[src/rtl/eeg_pea_pkg.sv]
// Shared types for the PE-array dispatch stage: default field widths and the FIFO entry layout.
package eeg_pea_pkg;

  localparam int unsigned PEA_ACT_DW = 8;
  localparam int unsigned PEA_WEI_DW = 8;
  localparam int unsigned PEA_ACT_IW = 12;
  localparam int unsigned PEA_WEI_IW = 3;

  function automatic int unsigned pea_ent_width(input int unsigned act_dw,
                                                input int unsigned wei_dw,
                                                input int unsigned act_iw,
                                                input int unsigned wei_iw);
    return act_dw + wei_dw + act_iw + wei_iw + 2;
  endfunction

  localparam int unsigned PEA_ENT_W = pea_ent_width(PEA_ACT_DW, PEA_WEI_DW, PEA_ACT_IW, PEA_WEI_IW);

  // Field order matches the packed word pushed into each per-PE FIFO (MSB first).
  typedef struct packed {
    logic                  wei_lst;
    logic                  act_lst;
    logic [PEA_WEI_IW-1:0] wei_inf;
    logic [PEA_ACT_IW-1:0] act_inf;
    logic [PEA_WEI_DW-1:0] wei_dat;
    logic [PEA_ACT_DW-1:0] act_dat;
  } pea_ent_t;

endpackage

[src/rtl/eeg_pea_disp_if.sv]
// Activation/weight fetch streams and PE-side FIFO ports of the dispatch stage.
interface eeg_pea_disp_if #(
  parameter int unsigned PE_ROW    = 4,
  parameter int unsigned PE_COL    = 4,
  parameter int unsigned PE_ACT_DW = 8,
  parameter int unsigned PE_WEI_DW = 8,
  parameter int unsigned PE_ACT_IW = 12,
  parameter int unsigned PE_WEI_IW = 3
);
  logic [PE_COL-1:0]                ACT_VLD;
  logic [PE_COL-1:0]                ACT_RDY;
  logic [PE_COL-1:0]                ACT_LST;
  logic [PE_COL-1:0][PE_ACT_DW-1:0] ACT_DAT;
  logic [PE_COL-1:0][PE_ACT_IW-1:0] ACT_INF;

  logic [PE_COL-1:0][PE_ROW-1:0]                WEI_VLD;
  logic [PE_COL-1:0][PE_ROW-1:0]                WEI_RDY;
  logic [PE_COL-1:0][PE_ROW-1:0]                WEI_LST;
  logic [PE_COL-1:0][PE_ROW-1:0][PE_WEI_DW-1:0] WEI_DAT;
  logic [PE_COL-1:0][PE_ROW-1:0][PE_WEI_IW-1:0] WEI_INF;

  logic [PE_ROW-1:0][PE_COL-1:0]                PE_VLD;
  logic [PE_ROW-1:0][PE_COL-1:0]                PE_RDY;
  logic [PE_ROW-1:0][PE_COL-1:0][PE_ACT_DW-1:0] PE_ACT_DAT;
  logic [PE_ROW-1:0][PE_COL-1:0][PE_ACT_IW-1:0] PE_ACT_INF;
  logic [PE_ROW-1:0][PE_COL-1:0]                PE_ACT_LST;
  logic [PE_ROW-1:0][PE_COL-1:0][PE_WEI_DW-1:0] PE_WEI_DAT;
  logic [PE_ROW-1:0][PE_COL-1:0][PE_WEI_IW-1:0] PE_WEI_INF;
  logic [PE_ROW-1:0][PE_COL-1:0]                PE_WEI_LST;

  modport master (
    output ACT_VLD, ACT_LST, ACT_DAT, ACT_INF,
    output WEI_VLD, WEI_LST, WEI_DAT, WEI_INF,
    output PE_RDY,
    input  ACT_RDY, WEI_RDY,
    input  PE_VLD, PE_ACT_DAT, PE_ACT_INF, PE_ACT_LST, PE_WEI_DAT, PE_WEI_INF, PE_WEI_LST
  );

  modport slave (
    input  ACT_VLD, ACT_LST, ACT_DAT, ACT_INF,
    input  WEI_VLD, WEI_LST, WEI_DAT, WEI_INF,
    input  PE_RDY,
    output ACT_RDY, WEI_RDY,
    output PE_VLD, PE_ACT_DAT, PE_ACT_INF, PE_ACT_LST, PE_WEI_DAT, PE_WEI_INF, PE_WEI_LST
  );
endinterface

[src/rtl/eeg_pea_disp_fifo.sv]
// First-word fall-through FIFO with synchronous clear; head reads zero while empty.
module eeg_pea_disp_fifo #(
  parameter int unsigned DW    = 33,
  parameter int unsigned DEPTH = 4
) (
  input  logic          clk,
  input  logic          rst_n,
  input  logic          clr_i,
  input  logic          push_i,
  input  logic [DW-1:0] din_i,
  input  logic          pop_i,
  output logic          vld_o,
  output logic          full_o,
  output logic [DW-1:0] dout_o
);
  localparam int unsigned AW = $clog2(DEPTH);

  logic [AW-1:0] wr_ptr_q, wr_ptr_d, rd_ptr_q, rd_ptr_d;
  logic [AW:0]   cnt_q, cnt_d;
  logic [DW-1:0] mem_q [DEPTH];
  logic          do_push, do_pop;

  assign vld_o   = (cnt_q != '0);
  assign full_o  = (cnt_q == (AW+1)'(DEPTH));
  assign do_push = push_i & ~full_o & ~clr_i;
  assign do_pop  = pop_i & vld_o & ~clr_i;
  assign dout_o  = vld_o ? mem_q[rd_ptr_q] : '0;

  always_comb begin
    wr_ptr_d = wr_ptr_q;
    rd_ptr_d = rd_ptr_q;
    cnt_d    = cnt_q;
    if (clr_i) begin
      wr_ptr_d = '0;
      rd_ptr_d = '0;
      cnt_d    = '0;
    end else begin
      if (do_push) wr_ptr_d = wr_ptr_q + 1'b1;
      if (do_pop)  rd_ptr_d = rd_ptr_q + 1'b1;
      case ({do_push, do_pop})
        2'b10:   cnt_d = cnt_q + 1'b1;
        2'b01:   cnt_d = cnt_q - 1'b1;
        default: cnt_d = cnt_q;
      endcase
    end
  end

  always_ff @(posedge clk or negedge rst_n) begin
    if (!rst_n) begin
      wr_ptr_q <= '0;
      rd_ptr_q <= '0;
      cnt_q    <= '0;
    end else begin
      wr_ptr_q <= wr_ptr_d;
      rd_ptr_q <= rd_ptr_d;
      cnt_q    <= cnt_d;
    end
  end

  always_ff @(posedge clk) begin
    if (do_push) mem_q[wr_ptr_q] <= din_i;
  end
endmodule

[src/rtl/eeg_pea_disp.sv]
// PE-array dispatch: joins activation and weight beats into per-PE FIFOs with row mask and broadcast.
// Optional stall counters per column when EEG_PEA_DISP_STAT_EN is defined.
module eeg_pea_disp
  import eeg_pea_pkg::*;
#(
  parameter int unsigned PE_ROW    = 4,
  parameter int unsigned PE_COL    = 4,
  parameter int unsigned PE_ACT_DW = PEA_ACT_DW,
  parameter int unsigned PE_WEI_DW = PEA_WEI_DW,
  parameter int unsigned PE_ACT_IW = PEA_ACT_IW,
  parameter int unsigned PE_WEI_IW = PEA_WEI_IW,
  parameter int unsigned PE_BUF_NW = 4
) (
  input  logic                           clk,
  input  logic                           rst_n,
  input  logic                           CFG_LOAD,
  input  logic [PE_ROW-1:0]              CFG_ROW_EN,
  input  logic                           CFG_BCAST,
  output logic                           CFG_ERR,
  input  logic                           FLUSH,
  input  logic [PE_ROW-1:0][PE_COL-1:0]  PE_IDLE,
  output logic                           IS_IDLE,
`ifdef EEG_PEA_DISP_STAT_EN
  output logic [PE_COL-1:0][15:0]        STAT_STALL,
`endif
  eeg_pea_disp_if.slave                  bus
);
  localparam int unsigned ENT_W = pea_ent_width(PE_ACT_DW, PE_WEI_DW, PE_ACT_IW, PE_WEI_IW);

  logic [PE_ROW-1:0] row_en_q, row_en_d;
  logic              bcast_q, bcast_d;
  logic              cfg_err_q, cfg_err_d;

  logic [PE_ROW-1:0][PE_COL-1:0] vld_w, full_w;
  logic [PE_COL-1:0]             col_ok, act_rdy, fire;
  logic [PE_COL-1:0][PE_ROW-1:0] wei_rdy;

  assign IS_IDLE = ~(|vld_w) & (&PE_IDLE);
  assign CFG_ERR = cfg_err_q;

  always_comb begin
    row_en_d  = row_en_q;
    bcast_d   = bcast_q;
    cfg_err_d = cfg_err_q;
    if (CFG_LOAD) begin
      if (IS_IDLE) begin
        row_en_d = CFG_ROW_EN;
        bcast_d  = CFG_BCAST;
      end else begin
        cfg_err_d = 1'b1;
      end
    end
  end

  always_ff @(posedge clk or negedge rst_n) begin
    if (!rst_n) begin
      row_en_q  <= '1;
      bcast_q   <= 1'b0;
      cfg_err_q <= 1'b0;
    end else begin
      row_en_q  <= row_en_d;
      bcast_q   <= bcast_d;
      cfg_err_q <= cfg_err_d;
    end
  end

  // A column is ready only when every enabled row has a weight and FIFO room.
  always_comb begin
    col_ok  = '1;
    act_rdy = '0;
    fire    = '0;
    wei_rdy = '0;
    for (int unsigned j = 0; j < PE_COL; j++)
      for (int unsigned i = 0; i < PE_ROW; i++)
        if (row_en_q[i] && !(bus.WEI_VLD[j][i] && !full_w[i][j])) col_ok[j] = 1'b0;
    if (!FLUSH) begin
      if (bcast_q) act_rdy[0] = &col_ok;
      else         act_rdy    = col_ok;
    end
    for (int unsigned j = 0; j < PE_COL; j++) begin
      fire[j] = bcast_q ? (bus.ACT_VLD[0] & act_rdy[0]) : (bus.ACT_VLD[j] & act_rdy[j]);
      for (int unsigned i = 0; i < PE_ROW; i++)
        wei_rdy[j][i] = row_en_q[i] & fire[j];
    end
  end

  assign bus.ACT_RDY = act_rdy;
  assign bus.WEI_RDY = wei_rdy;
  assign bus.PE_VLD  = vld_w;

  for (genvar j = 0; j < PE_COL; j++) begin : g_col
    logic [PE_ACT_DW-1:0] a_dat;
    logic [PE_ACT_IW-1:0] a_inf;
    logic                 a_lst;

    assign a_dat = bcast_q ? bus.ACT_DAT[0] : bus.ACT_DAT[j];
    assign a_inf = bcast_q ? bus.ACT_INF[0] : bus.ACT_INF[j];
    assign a_lst = bcast_q ? bus.ACT_LST[0] : bus.ACT_LST[j];

    for (genvar i = 0; i < PE_ROW; i++) begin : g_row
      logic [ENT_W-1:0] din, head;

      assign din = {bus.WEI_LST[j][i], a_lst, bus.WEI_INF[j][i], a_inf, bus.WEI_DAT[j][i], a_dat};

      eeg_pea_disp_fifo #(
        .DW    (ENT_W),
        .DEPTH (PE_BUF_NW)
      ) u_fifo (
        .clk    (clk),
        .rst_n  (rst_n),
        .clr_i  (FLUSH),
        .push_i (fire[j] & row_en_q[i]),
        .din_i  (din),
        .pop_i  (bus.PE_RDY[i][j]),
        .vld_o  (vld_w[i][j]),
        .full_o (full_w[i][j]),
        .dout_o (head)
      );

      assign {bus.PE_WEI_LST[i][j], bus.PE_ACT_LST[i][j], bus.PE_WEI_INF[i][j],
              bus.PE_ACT_INF[i][j], bus.PE_WEI_DAT[i][j], bus.PE_ACT_DAT[i][j]} = head;
    end
  end

`ifdef EEG_PEA_DISP_STAT_EN
  logic [PE_COL-1:0][15:0] stall_q, stall_d;

  always_comb begin
    stall_d = stall_q;
    for (int unsigned j = 0; j < PE_COL; j++) begin
      if (FLUSH)
        stall_d[j] = '0;
      else if (bus.ACT_VLD[j] && !act_rdy[j] && stall_q[j] != '1)
        stall_d[j] = stall_q[j] + 16'd1;
    end
  end

  always_ff @(posedge clk or negedge rst_n) begin
    if (!rst_n) stall_q <= '0;
    else        stall_q <= stall_d;
  end

  assign STAT_STALL = stall_q;
`endif
endmodule

[src/flat_wrapper.sv]
// flat-port wrapper written by rule: the top's interface ports become plain ports
module eeg_pea_disp_flat import eeg_pea_pkg::*;
#(
  parameter int unsigned PE_ROW    = 4,
  parameter int unsigned PE_COL    = 4,
  parameter int unsigned PE_ACT_DW = PEA_ACT_DW,
  parameter int unsigned PE_WEI_DW = PEA_WEI_DW,
  parameter int unsigned PE_ACT_IW = PEA_ACT_IW,
  parameter int unsigned PE_WEI_IW = PEA_WEI_IW,
  parameter int unsigned PE_BUF_NW = 4
)
  (clk, rst_n, CFG_LOAD, CFG_ROW_EN, CFG_BCAST, CFG_ERR, FLUSH, PE_IDLE, IS_IDLE, bus_ACT_VLD, bus_ACT_LST, bus_ACT_DAT, bus_ACT_INF, bus_WEI_VLD, bus_WEI_LST, bus_WEI_DAT, bus_WEI_INF, bus_PE_RDY, bus_ACT_RDY, bus_WEI_RDY, bus_PE_VLD, bus_PE_ACT_DAT, bus_PE_ACT_INF, bus_PE_ACT_LST, bus_PE_WEI_DAT, bus_PE_WEI_INF, bus_PE_WEI_LST);
  eeg_pea_disp_if #(.PE_ROW(PE_ROW), .PE_COL(PE_COL), .PE_ACT_DW(PE_ACT_DW), .PE_WEI_DW(PE_WEI_DW), .PE_ACT_IW(PE_ACT_IW), .PE_WEI_IW(PE_WEI_IW)) bus_i ();
  input  logic clk;
  input  logic rst_n;
  input  logic CFG_LOAD;
  input  logic [PE_ROW-1:0] CFG_ROW_EN;
  input  logic CFG_BCAST;
  output logic CFG_ERR;
  input  logic FLUSH;
  input  logic [PE_ROW-1:0][PE_COL-1:0] PE_IDLE;
  output logic IS_IDLE;
  input wire logic [$bits(bus_i.ACT_VLD)-1:0] bus_ACT_VLD;
  input wire logic [$bits(bus_i.ACT_LST)-1:0] bus_ACT_LST;
  input wire logic [$bits(bus_i.ACT_DAT)-1:0] bus_ACT_DAT;
  input wire logic [$bits(bus_i.ACT_INF)-1:0] bus_ACT_INF;
  input wire logic [$bits(bus_i.WEI_VLD)-1:0] bus_WEI_VLD;
  input wire logic [$bits(bus_i.WEI_LST)-1:0] bus_WEI_LST;
  input wire logic [$bits(bus_i.WEI_DAT)-1:0] bus_WEI_DAT;
  input wire logic [$bits(bus_i.WEI_INF)-1:0] bus_WEI_INF;
  input wire logic [$bits(bus_i.PE_RDY)-1:0] bus_PE_RDY;
  output wire logic [$bits(bus_i.ACT_RDY)-1:0] bus_ACT_RDY;
  output wire logic [$bits(bus_i.WEI_RDY)-1:0] bus_WEI_RDY;
  output wire logic [$bits(bus_i.PE_VLD)-1:0] bus_PE_VLD;
  output wire logic [$bits(bus_i.PE_ACT_DAT)-1:0] bus_PE_ACT_DAT;
  output wire logic [$bits(bus_i.PE_ACT_INF)-1:0] bus_PE_ACT_INF;
  output wire logic [$bits(bus_i.PE_ACT_LST)-1:0] bus_PE_ACT_LST;
  output wire logic [$bits(bus_i.PE_WEI_DAT)-1:0] bus_PE_WEI_DAT;
  output wire logic [$bits(bus_i.PE_WEI_INF)-1:0] bus_PE_WEI_INF;
  output wire logic [$bits(bus_i.PE_WEI_LST)-1:0] bus_PE_WEI_LST;
  assign bus_i.ACT_VLD = bus_ACT_VLD;
  assign bus_i.ACT_LST = bus_ACT_LST;
  assign bus_i.ACT_DAT = bus_ACT_DAT;
  assign bus_i.ACT_INF = bus_ACT_INF;
  assign bus_i.WEI_VLD = bus_WEI_VLD;
  assign bus_i.WEI_LST = bus_WEI_LST;
  assign bus_i.WEI_DAT = bus_WEI_DAT;
  assign bus_i.WEI_INF = bus_WEI_INF;
  assign bus_i.PE_RDY = bus_PE_RDY;
  assign bus_ACT_RDY = bus_i.ACT_RDY;
  assign bus_WEI_RDY = bus_i.WEI_RDY;
  assign bus_PE_VLD = bus_i.PE_VLD;
  assign bus_PE_ACT_DAT = bus_i.PE_ACT_DAT;
  assign bus_PE_ACT_INF = bus_i.PE_ACT_INF;
  assign bus_PE_ACT_LST = bus_i.PE_ACT_LST;
  assign bus_PE_WEI_DAT = bus_i.PE_WEI_DAT;
  assign bus_PE_WEI_INF = bus_i.PE_WEI_INF;
  assign bus_PE_WEI_LST = bus_i.PE_WEI_LST;
  eeg_pea_disp #(.PE_ROW(PE_ROW), .PE_COL(PE_COL), .PE_ACT_DW(PE_ACT_DW), .PE_WEI_DW(PE_WEI_DW), .PE_ACT_IW(PE_ACT_IW), .PE_WEI_IW(PE_WEI_IW), .PE_BUF_NW(PE_BUF_NW)) u_core (.clk(clk), .rst_n(rst_n), .CFG_LOAD(CFG_LOAD), .CFG_ROW_EN(CFG_ROW_EN), .CFG_BCAST(CFG_BCAST), .CFG_ERR(CFG_ERR), .FLUSH(FLUSH), .PE_IDLE(PE_IDLE), .IS_IDLE(IS_IDLE), .bus(bus_i));
endmodule
[config.mk]
export PLATFORM = sky130hd
export DESIGN_NAME = eeg_pea_disp_flat
export DESIGN_NICKNAME = d
export VERILOG_FILES = /design/src/rtl/eeg_pea_pkg.sv /design/src/rtl/eeg_pea_disp_if.sv /design/src/rtl/eeg_pea_disp_fifo.sv /design/src/rtl/eeg_pea_disp.sv /design/src/flat_wrapper.sv
export SDC_FILE = /design/constraint.sdc
export NUM_CORES = 2
export LEC_CHECK = 0
export ABC_AREA = 1
export ABC_CLOCK_PERIOD_IN_PS = 5030
export BUFFER_PORTS_ARGS = -buffer_cell sky130_fd_sc_hd__clkbuf_2
export CAP_MARGIN = 30
export CORE_MARGIN = 2
export CORE_UTILIZATION = 55
export DETAILED_ROUTE_END_ITERATION = 8
export PLACE_DENSITY = 0.72
export SLEW_MARGIN = 20
export SYNTH_ARGS = -nofsm -noshare
export SYNTH_HDL_FRONTEND = slang
export SYNTH_SLANG_ARGS = --single-unit
[constraint.sdc]
create_clock -name clk -period 5.03 [get_ports clk]
set_clock_uncertainty 0.15 [all_clocks]
set_input_delay 0 -clock clk [delete_from_list [all_inputs] [get_ports clk]]
set_output_delay 0 -clock clk [all_outputs]
set_load 0.02 [all_outputs]
==> results.sh <==
export IMPL_rsz0062_at_grt="false"
export IMPL_timing_max_slew_rel_slack_pct=31.4
export IMPL_clock_root_buffer="clkbuf_16"
export IMPL_post_cts_hold_buffer_count=522
export IMPL_boundaryPins=903
export IMPL_critical_path_required_ns=5.62
export IMPL_drive_gt1_share_pct=16.6
export IMPL_ys_seq_elements=2230
export IMPL_worst_hold_path_startpoint="bus_PE_RDY[4]"
export IMPL_number_of_enable_flip_flop_cells_after_synthesis=2112
export IMPL_die_h_um=408
export IMPL_grt_pass1_vias=61000
export IMPL_synth_fp_nets=7930
export IMPL_max_h_tree_level=4
export IMPL_proportion_of_register_bits_with_asynchronous_set_or_reset_after_synthesis_pct=5.29
export IMPL_grt_start_max_net_pins=69
export IMPL_detail_route_first_pass_iterations=6
export IMPL_final_setup_viol_count=0
export IMPL_timing_max_cap_violations=0
export IMPL_post_synth_top_area_cell="edfxtp_1"
export IMPL_synthesis_instances=7513
export IMPL_overflow_left_after_global_routing=0
export IMPL_seqPwrFrac_pct=50.1
export IMPL_r2r_end="u_core.g_col[3].g_row[2].u_fifo.cnt_q[2]"
export IMPL_leakagePower_nw=40.8
export IMPL_gp_routability_congestion=0.883
export IMPL_critical_path_endpoint_type="flop"
export IMPL_p_total_mw=40.7
export IMPL_row_count=148
export IMPL_timing_critical_path_mode_cell="nand2_1"
export IMPL_arrival_ns=5.07
export IMPL_grtUsageMet1_pct=42.5
export IMPL_total_switching_power_mw=10.1
export IMPL_core_area_mm2=0.162
export IMPL_crit_path_cell_trace="buf_4, clkinv_2, nand2_1, nor3_1, nand2_1, dlygate4sd3_1, nand2_2, nand3_1, nand2_1, inv_1, fa_1, xnor2_1, inv_1, nand2_1, nand2_1, nand2_1, nand2_1"
export IMPL_cts_tree="yes"
export IMPL_routed_wirelength_um=267000
export IMPL_power_internal_mw=30.6
export IMPL_r2r_slack_ns=0.55
export IMPL_dieArea_mm2=0.167
export IMPL_max_freq_mhz=223
export IMPL_portBuffers=902
export IMPL_power_switching_fraction_pct=24.8
export IMPL_initialDrtViolationCount=7335
export IMPL_layout_min_cycle_time_ns=4.48
export IMPL_synth_flop_cell="edfxtp_1"
export IMPL_dieWidth_um=408
export IMPL_detail_route_antenna_nets=0
export IMPL_slew_viol_final=0
export IMPL_vias=63800
export IMPL_aggregate_negative_setup_slack_ns=0
export IMPL_ctsLongestPathBuffers=3
export IMPL_area_growth_synth_to_final_pct=22.3
export IMPL_post_cts_repair_setup_buffers=0
export IMPL_worstPathMaxFanout=25
export IMPL_clock_power_share_pct=38.8
export IMPL_synth_sequential_area_ratio_pct=73.9
export IMPL_met3_usage_pct=7.65
export IMPL_cp_num_cells=17
export IMPL_synth_top_area_share_pct=70.6
export IMPL_synth_cell_area_mm2=0.0898
export IMPL_tightestPinTransition_ns=1.03
export IMPL_yosysWarningCount=0
export IMPL_hold_viol_final=0
export IMPL_timing_critical_path_buf_inv=5
export IMPL_worstReg2RegStart="u_core.bcast_q"
export IMPL_critical_path_slowest_cell="dlygate4sd3_1"
export IMPL_synth_cells_most_frequent="2230 x nor2_1, 2112 x edfxtp_1, 1115 x o21ai_0, 563 x a21oi_1, 448 x nand2_1"
export IMPL_synth_area_per_cell_um2=12.0
export IMPL_floorplan_initialDensity_pct=55.3
export IMPL_finalNetCount=9292
export IMPL_clock_sink_count=2230
export IMPL_path_clk_slew_ns=0.06
export IMPL_grt_util_met2_pct=47.9
export IMPL_worst_hold_path_num_cells=4
export IMPL_antenna_found_initial=56
export IMPL_drt_drc_violations_left=0
export IMPL_worstRegToRegCells=17
export IMPL_via_per_inst=5.67
export IMPL_critical_path_top_delay_family="simple AND/OR/NAND/NOR gates"
export IMPL_comb_power_share_pct=11.1
export IMPL_cts_buffers=215
export IMPL_placed_wire_length_estimate_after_detailed_placement_um=167000
export IMPL_ir_drop_uv=423
export IMPL_hold_path_end="u_core.g_col[0].g_row[1].u_fifo.rd_ptr_q[0]"
export IMPL_cts_resized_gates=0
export IMPL_run_status="finished, final reports clean"
export IMPL_yosys_top_cells_area="edfxtp_1 71%, nor2_1 9.3%, o21ai_0 6.2%, dfrtp_1 3.2%, a21oi_1 3.1%"
export IMPL_timing_final_crit_share_pct=89.1
export IMPL_synthMostInstantiatedCell="nor2_1"
export IMPL_power_density_mw_per_mm2=371
export IMPL_min_path_type="input pin to flop"
export IMPL_crit_path_category="flop to flop"
export IMPL_global_route_usage_total_pct=31.4
export IMPL_grt_busiest_layer="met2"
export IMPL_cpPeakStageDelay_ns=0.57
export IMPL_route_detailed_wl_per_inst_um=23.8
export IMPL_synth_cell_types=35
export IMPL_grt_pass1_wl_um=388000
export IMPL_clk_insertion_delay_late_ns=0.86
export IMPL_worstSetupStartpointType="flop"
cells in the final DEF, fill, tap and decap left out, types with 3 or more instances in the layout:
master,n
clkinvlp_4,8
nand3_1,72
inv_6,3
dfrtp_1,98
clkbuf_8,14
clkinv_1,45
bufinv_16,17
clkbuf_16,216
dlygate4sd3_1,521
clkinv_2,33
buf_4,122
clkbuf_1,54
nor2_2,27
buf_12,10
buf_8,4
nand2_1,448
nand3_4,7
edfxtp_1,2112
dfrtp_2,16
nor3_4,6
a21oi_2,10
inv_1,241
xnor2_1,16
diode_2,23
fa_1,16
nand4_1,20
nor3_2,6
nor2_4,39
buf_16,29
inv_16,4
o21ai_0,1115
clkinv_8,3
nor2_1,2164
dfstp_2,4
a21oi_1,563
nor3_1,4
clkbuf_2,901
ha_1,64
metrics by stage:
stage	setup slack (ns)	hold slack [ns]	cell area, um^2	instances	utilization, %
after global placement	1.04	-0.0481	96600	10300	59.5
after detailed placement	0.879	-0.0391	97600	10300	60.1
after CTS	0.563	0.000224	110000	11200	67.6
after floorplan	1.15	-0.446	89800	7513	-
final	0.549	0.0416	110000	11300	67.6
after global routing	0.202	0.0381	110000	11200	67.6
power by group through the flow:
stage | Clock, mW | Sequential (mW) | Combinational [mW]
2_1_floorplan | 0 | 20.8 | 2.26
4_1_cts | 16.0 | 20.4 | 4.45
3_3_place_gp | 0 | 20.8 | 4.02
6_report | 15.8 | 20.4 | 4.50
5_1_grt | 16.7 | 20.4 | 4.78
3_5_place_dp | 0 | 20.8 | 4.09
routing by layer:
layer / up-vias / routed length (um) / part of all wire [%]
met1: 30900 / 102000 / 38
met2: 3372 / 122000 / 46
li1: 28900 / - / -
met4: 42 / 14900 / 5.6
met3: 562 / 28200 / 11
met5: - / 277 / 0.10
sequential cells by signal, summed over array words and instances (netlist names):
| register | count |
|---|---|
| u_core.bcast_q | 1 |
| u_core.g_col.g_row.u_fifo.mem_q | 2112 |
| u_core.g_col.g_row.u_fifo.wr_ptr_q | 32 |
| u_core.CFG_ERR | 1 |
| u_core.row_en_q | 4 |
| u_core.g_col.g_row.u_fifo.rd_ptr_q | 32 |
| u_core.g_col.g_row.u_fifo.cnt_q | 48 |
how the worst max path moves through the flow:
stage / startpoint / endpoint / slack [ns]
after global routing: u_core.bcast_q / u_core.g_col[3].g_row[2].u_fifo.cnt_q[2] / 0.20
after detailed placement: u_core.g_col[1].g_row[1].u_fifo.cnt_q[0] / u_core.g_col[3].g_row[2].u_fifo.cnt_q[2] / 0.88
after floorplan: u_core.bcast_q / u_core.g_col[1].g_row[1].u_fifo.mem_q[0][0] / 1.15
final: u_core.bcast_q / u_core.g_col[3].g_row[2].u_fifo.cnt_q[2] / 0.55
after global placement: u_core.g_col[2].g_row[1].u_fifo.cnt_q[0] / u_core.g_col[3].g_row[2].u_fifo.cnt_q[2] / 1.04
after CTS: u_core.bcast_q / u_core.g_col[3].g_row[2].u_fifo.cnt_q[2] / 0.56
tightest hold or removal path, cell delays in order:
cell and delay, ns:
dlygate4sd3_1 0.53, clkbuf_2 0.12, nand2_1 0.25, a21oi_1 0.11
logic make-up after synthesis:
kind of cell    count (synthesis)  synth area share [%]
compound gates               1691                  9.47
xor+xnor                       16                 0.156
fa+ha+maj                      80                  1.25
buf+inv                       692                  3.11
flops                        2230                  73.9
simple gates                 2804                  12.1
layout make-up:
type                            count  area, um^2
Inverter                          248         935
Multi-Input combinational cell   4591       21100
Clock inverter                    113        1120
Timing Repair Buffer             1589       11700
Sequential cell                  2230       66400
Tap cell                         2175        2720
Antenna cell                       23        57.6
Fill cell                       11300       52600
Clock buffer                      284        5800
(Power assumes the default switching activity.)
